<file path="src/rtl/rounding_pkg.sv">
// Shared types and constants for the iterative floating-point units.
// Holds the rounding-mode encoding, the common FSM states and the exponent bias.
package rounding_pkg;

  typedef enum logic [2:0] {
    IEEE_near = 3'd0,
    IEEE_zero = 3'd1,
    IEEE_pinf = 3'd2,
    IEEE_ninf = 3'd3,
    near_up   = 3'd4,
    away_zero = 3'd5
  } round_mode_e;

  typedef enum logic [2:0] {
    IDLE  = 3'd0,
    MULT  = 3'd1,
    NORM  = 3'd2,
    ROUND = 3'd3,
    DONE  = 3'd4
  } fsm_state_e;

  localparam int unsigned BIAS = 127;

  // Input bundle of the downstream exception stage.
  typedef struct packed {
    logic [31:0] z_calc;
    logic        overflow;
    logic        underflow;
    logic        inexact;
    logic [2:0]  round_mode;
  } exc_in_t;

endpackage

</file>
<file path="src/rtl/round_inc.sv">
// Rounding increment decision from lsb, round bit, sticky bit and sign.
// Codes outside the defined rounding modes behave as round-to-nearest-even.
module round_inc
  import rounding_pkg::*;
(
  input  logic       l_bit,
  input  logic       r_bit,
  input  logic       s_bit,
  input  logic       sign,
  input  logic [2:0] round_mode,
  output logic       inc
);

  always_comb begin
    inc = 1'b0;
    case (round_mode)
      IEEE_zero: inc = 1'b0;
      IEEE_pinf: inc = !sign & (r_bit | s_bit);
      IEEE_ninf: inc = sign & (r_bit | s_bit);
      near_up:   inc = r_bit & (s_bit | !sign);
      away_zero: inc = r_bit | s_bit;
      default:   inc = r_bit & (s_bit | l_bit);
    endcase
  end

endmodule

</file>
<file path="src/rtl/fp_mult_iter.sv">
// Iterative single-precision multiplier: radix-2 shift-add over 24 cycles, then normalise
// and round. Produces the raw packed product and flags; special operands are handled downstream.
module fp_mult_iter
  import rounding_pkg::*;
(
  input  logic        clk,
  input  logic        rst,
  input  logic [31:0] a,
  input  logic [31:0] b,
  input  logic [2:0]  round_mode,
  input  logic        in_valid,
  output logic        in_ready,
  output logic [31:0] z_calc,
  output logic        overflow,
  output logic        underflow,
  output logic        inexact,
  output logic [2:0]  round_mode_out,
  output logic        out_valid,
  input  logic        out_ready
);

  fsm_state_e state;
  logic [4:0]        cnt;
  logic [47:0]       p;
  logic [47:0]       mcand;
  logic [23:0]       mplier;
  logic              sign_q;
  logic signed [9:0] exp_q;
  logic [2:0]        rm_q;
  logic [23:0]       mant_q;
  logic              rbit_q;
  logic              sticky_q;

  logic              inc;
  logic [24:0]       mant_sum;
  logic signed [9:0] exp_rnd;
  logic              unused_hidden;

  round_inc u_round_inc (
    .l_bit      (mant_q[0]),
    .r_bit      (rbit_q),
    .s_bit      (sticky_q),
    .sign       (sign_q),
    .round_mode (rm_q),
    .inc        (inc)
  );

  // A carry out of the 24-bit mantissa leaves the fraction bits all zero, i.e. 1.000..0.
  always_comb begin
    mant_sum = {1'b0, mant_q} + {24'd0, inc};
    exp_rnd  = mant_sum[24] ? exp_q + 10'sd1 : exp_q;
  end

  assign unused_hidden = mant_sum[23];

  always_ff @(posedge clk or posedge rst) begin
    if (rst) begin
      state          <= IDLE;
      cnt            <= 5'd0;
      p              <= 48'd0;
      mcand          <= 48'd0;
      mplier         <= 24'd0;
      sign_q         <= 1'b0;
      exp_q          <= 10'sd0;
      rm_q           <= 3'd0;
      mant_q         <= 24'd0;
      rbit_q         <= 1'b0;
      sticky_q       <= 1'b0;
      in_ready       <= 1'b1;
      out_valid      <= 1'b0;
      z_calc         <= 32'd0;
      overflow       <= 1'b0;
      underflow      <= 1'b0;
      inexact        <= 1'b0;
      round_mode_out <= 3'd0;
    end else begin
      case (state)
        IDLE: begin
          if (in_valid) begin
            sign_q   <= a[31] ^ b[31];
            exp_q    <= 10'({2'b0, a[30:23]} + {2'b0, b[30:23]} - 10'(BIAS));
            mcand    <= {24'd0, 1'b1, a[22:0]};
            mplier   <= {1'b1, b[22:0]};
            rm_q     <= round_mode;
            p        <= 48'd0;
            cnt      <= 5'd0;
            in_ready <= 1'b0;
            state    <= MULT;
          end
        end
        MULT: begin
          if (mplier[0]) begin
            p <= p + mcand;
          end
          mcand  <= mcand << 1;
          mplier <= mplier >> 1;
          if (cnt == 5'd23) begin
            cnt   <= 5'd0;
            state <= NORM;
          end else begin
            cnt <= cnt + 5'd1;
          end
        end
        NORM: begin
          if (p[47]) begin
            mant_q   <= p[47:24];
            rbit_q   <= p[23];
            sticky_q <= |p[22:0];
            exp_q    <= exp_q + 10'sd1;
          end else begin
            mant_q   <= p[46:23];
            rbit_q   <= p[22];
            sticky_q <= |p[21:0];
          end
          state <= ROUND;
        end
        ROUND: begin
          z_calc         <= {sign_q, exp_rnd[7:0], mant_sum[22:0]};
          overflow       <= exp_rnd >= 10'sd255;
          underflow      <= exp_rnd <= 10'sd0;
          inexact        <= rbit_q | sticky_q;
          round_mode_out <= rm_q;
          out_valid      <= 1'b1;
          state          <= DONE;
        end
        DONE: begin
          if (out_ready) begin
            out_valid <= 1'b0;
            in_ready  <= 1'b1;
            state     <= IDLE;
          end
        end
        default: begin
          state     <= IDLE;
          in_ready  <= 1'b1;
          out_valid <= 1'b0;
        end
      endcase
    end
  end

endmodule

</file>
<file path="config.mk">
export PLATFORM = sky130hd
export DESIGN_NAME = fp_mult_iter
export DESIGN_NICKNAME = d
export VERILOG_FILES = /design/src/rtl/rounding_pkg.sv /design/src/rtl/round_inc.sv /design/src/rtl/fp_mult_iter.sv
export SDC_FILE = /design/constraint.sdc
export NUM_CORES = 1
export LEC_CHECK = 0
export CORE_ASPECT_RATIO = 0.8
export CORE_MARGIN = 2
export CORE_UTILIZATION = 45
export CTS_CLUSTER_SIZE = 25
export DETAILED_ROUTE_END_ITERATION = 16
export GPL_TIMING_DRIVEN = 0
export PLACE_DENSITY = 0.72
export SLEW_MARGIN = 20
export SYNTH_ARGS = -nofsm -noshare
export SYNTH_HDL_FRONTEND = slang
export SYNTH_SLANG_ARGS = --single-unit
</file>
<file path="constraint.sdc">
create_clock -name clk -period 6.55 [get_ports clk]
set_input_delay 0.9825 -clock clk [delete_from_list [all_inputs] [get_ports clk]]
set_output_delay 0.9825 -clock clk [all_outputs]
set_load 0.01 [all_outputs]
</file>
==> metrics.txt <==
clk root buf clkbuf_16; fin crit share 55.6%; Async S/R FF share, synth 100%; largest net degree at the start of global routing 36; IO Port Bufs 110; Fmax 0.274 GHz; mean area per synthesized cell 8.78 um^2; top cell type's share of synthesized area 42.3%; CP Max Fanout 7; Final HPWL DP 23,300 um; PD cells 465 nW/um^2; final antenna-violating net count 0; post-route minimum period 3.64 ns; EDFF count, synth 0; CP Launch Type flop; CTS sink cnt 208; Design Power 6.85 mW; hold_buf cts 0; worst path cell trace nor2_1, nand2_1, nor2_1, a211oi_1, o32ai_1, ha_1, ha_1, nand4_1, nor4_4, nand3_1, or2_1, clkbuf_1, nor2_1, nor3_1, a41o_1, a41oi_1, o21ai_0; most frequent CP cell nor2_1; cells after synthesis 1,396; Seq/Total Area, Yosys 42.5%; via/cell ratio 5.60; Worst Path Buf+Inv 1; TritonCTS clock tree yes; Max Slew Vio Count 0; max_slew headroom 33.5%; WL per Instance 16.0 um; final WL 30,700 um; VDD IR-drop max 0.291 mV; Synth area leaders dfrtp_1 (42%), nand2_1 (6.8%), ha_1 (6.7%); Die H 152 um; H-Tree Depth 1; first-pass GRT wire length 51,300 um; Syn Std Cell Area 12,300 um^2; leakage dissipation 6.40 nW; post-cts sizing count 0; reg2reg setup slack 2.91 ns; initial antenna violation count 0; die extent in x 189 um; RePlAce Congestion 0.929; fin cells 1,918; MaxCap Viol Count 0; Post-Route Setup TNS 0 ns; Fill cells 2,488; clock latency on the worst-skew pair 0.53 ns; Final Hold Fails 0; Post-synth top cells nand2_1 (221), dfrtp_1 (207), o21ai_0 (153), nor2_1 (97), nand3_1 (77); net switching fraction of the power 43.1%; initial cell density of the core 45.4%; final core occ 54.6%; Sequential Power Share 31.3%; Vias 10,700; Multi-input gate area 6620 um^2; Clock Skew 0.0189 ns; post-CTS setup buffers 0; dominant cell type by area after synthesis dfrtp_1; run status finished, final reports clean; Yosys warnings 0; Initial DRC Count 1,074; I/O pin cnt 111; gr ovfl total 0; max incr delay on CP 0.44 ns; Critical Path AT 4.04 ns; vias in the first global route 10,100; DR DRC count 0; synthesized net count 1,535; clk buf depth 3; post-synthesis cell type count 70; Hold Path Class reg2reg; layout cells sized above 1 4.57%; #FFs+latches synth 208; Reg area 5210 um^2; actual slew at the worst max-slew pin 0.973 ns; RSZ-0062 raised after global routing no; most common cell in the netlist nand2_1; clock network power share 20.2%; top layer reached by signal wires met4; Total Routing Usage GR 21.7%; Logic pwr share 48.5%; routed wl met3 1580 um; Final Setup Violations 0; Clk pin slew, worst setup/hold paths 0.06 ns; die area 28,600 um^2; Top delay family on crit path simple AND/OR/NAND/NOR gates; Final Net Count 1,676; DR WL met2 13,200 um; CP max stage cell dfrtp_1; Pre-antenna DRT Iters 5; Cell Rows 54; placed insts 1,876; Primary FF master, synth dfrtp_1; # diodes 0; Required @ worst endpoint 6.94 ns; CTS buffer count 23; CP Capture Type flop; Setup CP Type reg2reg; M1 wire length 15,300 um; CORE AREA 27,000 um^2; Internal 3.90 mW; Net Sw Power 2.95 mW; Area growth syn-to-layout 20.3%
==> final timing paths <==
check | startpoint | end | cells after the start
max | rm_q[1]$_DFFE_PP0P_ | underflow$_DFFE_PP0P_ | 17
min | z_calc[26]$_DFFE_PP0P_ | z_calc[26]$_DFFE_PP0P_ | 2
max reg2reg | rm_q[1]$_DFFE_PP0P_ | underflow$_DFFE_PP0P_ | 17
min reg2reg | z_calc[26]$_DFFE_PP0P_ | z_calc[26]$_DFFE_PP0P_ | 2
max in group asynchronous | rst | in_ready$_DFFE_PP1P_ | 5
min in group asynchronous | rst | z_calc[4]$_DFFE_PP0P_ | 2
==> cell families after synthesis <==
family                   after synthesis  share of synthesized area [%]
flip-flops                           208                           42.5
buffers and inverters                114                           3.52
adder cells (fa/ha/maj)               68                           7.06
AO/OA/AOI/OAI                        411                           20.9
XOR/XNOR                              82                           5.86
AND/OR/NAND/NOR                      481                           17.5
multiplexers                          32                           2.66
==> worst register-to-register path, cell delays in order, from the launching register on <==
cell and delay, ns:
dfrtp_1 0.44, nor2_1 0.15, nand2_1 0.09, nor2_1 0.09, a211oi_1 0.06, o32ai_1 0.29, ha_1 0.28, ha_1 0.25
nand4_1 0.16, nor4_4 0.31, nand3_1 0.21, or2_1 0.24, clkbuf_1 0.18, nor2_1 0.17, nor3_1 0.06, a41o_1 0.21
a41oi_1 0.21, o21ai_0 0.10
==> per-layer routing <==
metal,global-route usage (%),up-vias
met3,2.44,47
li1,-,5262
met5,0,-
met1,32.4,5121
met4,5.12,0
met2,33.8,315
==> power by group through the flow <==
stage               Sequential (mW)  Clock, mW  Combinational, mW
finish                         2.14       1.38               3.33
detailed placement             2.15          0               3.30
CTS                            2.13       1.41               3.32
floorplan                      2.07          0               2.39
global placement               2.13          0               3.21
global route                   2.20       1.46               3.75
==> final cells by class <==
cell class | count | share of cell area (%)
clock buffer | 25 | 4.09
timing repair buffer | 116 | 8.28
buffer | 87 | 2.24
tap | 364 | 3.09
multi-input combinational | 1074 | 44.9
sequential | 208 | 35.3
inverter | 27 | 0.712
clock inverter | 17 | 1.42
==> placed cells by master (no fill, tap or decap), types with 7 or more instances in the layout <==
| cell type | count |
|---|---|
| nand2_1 | 221 |
| dfrtp_1 | 207 |
| o21ai_0 | 153 |
| clkdlybuf4s50_1 | 110 |
| nor2_1 | 97 |
| nand3_1 | 77 |
| clkbuf_1 | 75 |
| a21oi_1 | 75 |
| ha_1 | 66 |
| a31oi_1 | 56 |
| xor2_1 | 41 |
| xnor2_1 | 41 |
| mux2i_1 | 27 |
| inv_1 | 26 |
| a21o_1 | 25 |
| a22o_1 | 25 |
| clkbuf_16 | 23 |
| and3_1 | 16 |
| o21bai_1 | 14 |
| nor3_1 | 13 |
| nand4_1 | 13 |
| buf_1 | 9 |
| clkinv_2 | 9 |
| and2_1 | 7 |
==> state kept, by name (all words and copies together) (netlist names), 5 cells and up <==
register / cells
mant_q: 24
exp_q: 10
mplier: 24
cnt: 5
p: 48
mcand: 48
z_calc: 32
==> stage by stage <==
step                      worst slack (ns)  cell area [um^2]  hold slack [ns]
after floorplan                       2.87             12300            0.439
after global placement                1.25             13800            0.454
after detailed placement              2.81             13900            0.469
after CTS                             2.90             14800            0.482
after global routing                  2.45             14800            0.502
final                                 2.91             14800            0.474
(Power assumes the default switching activity.)
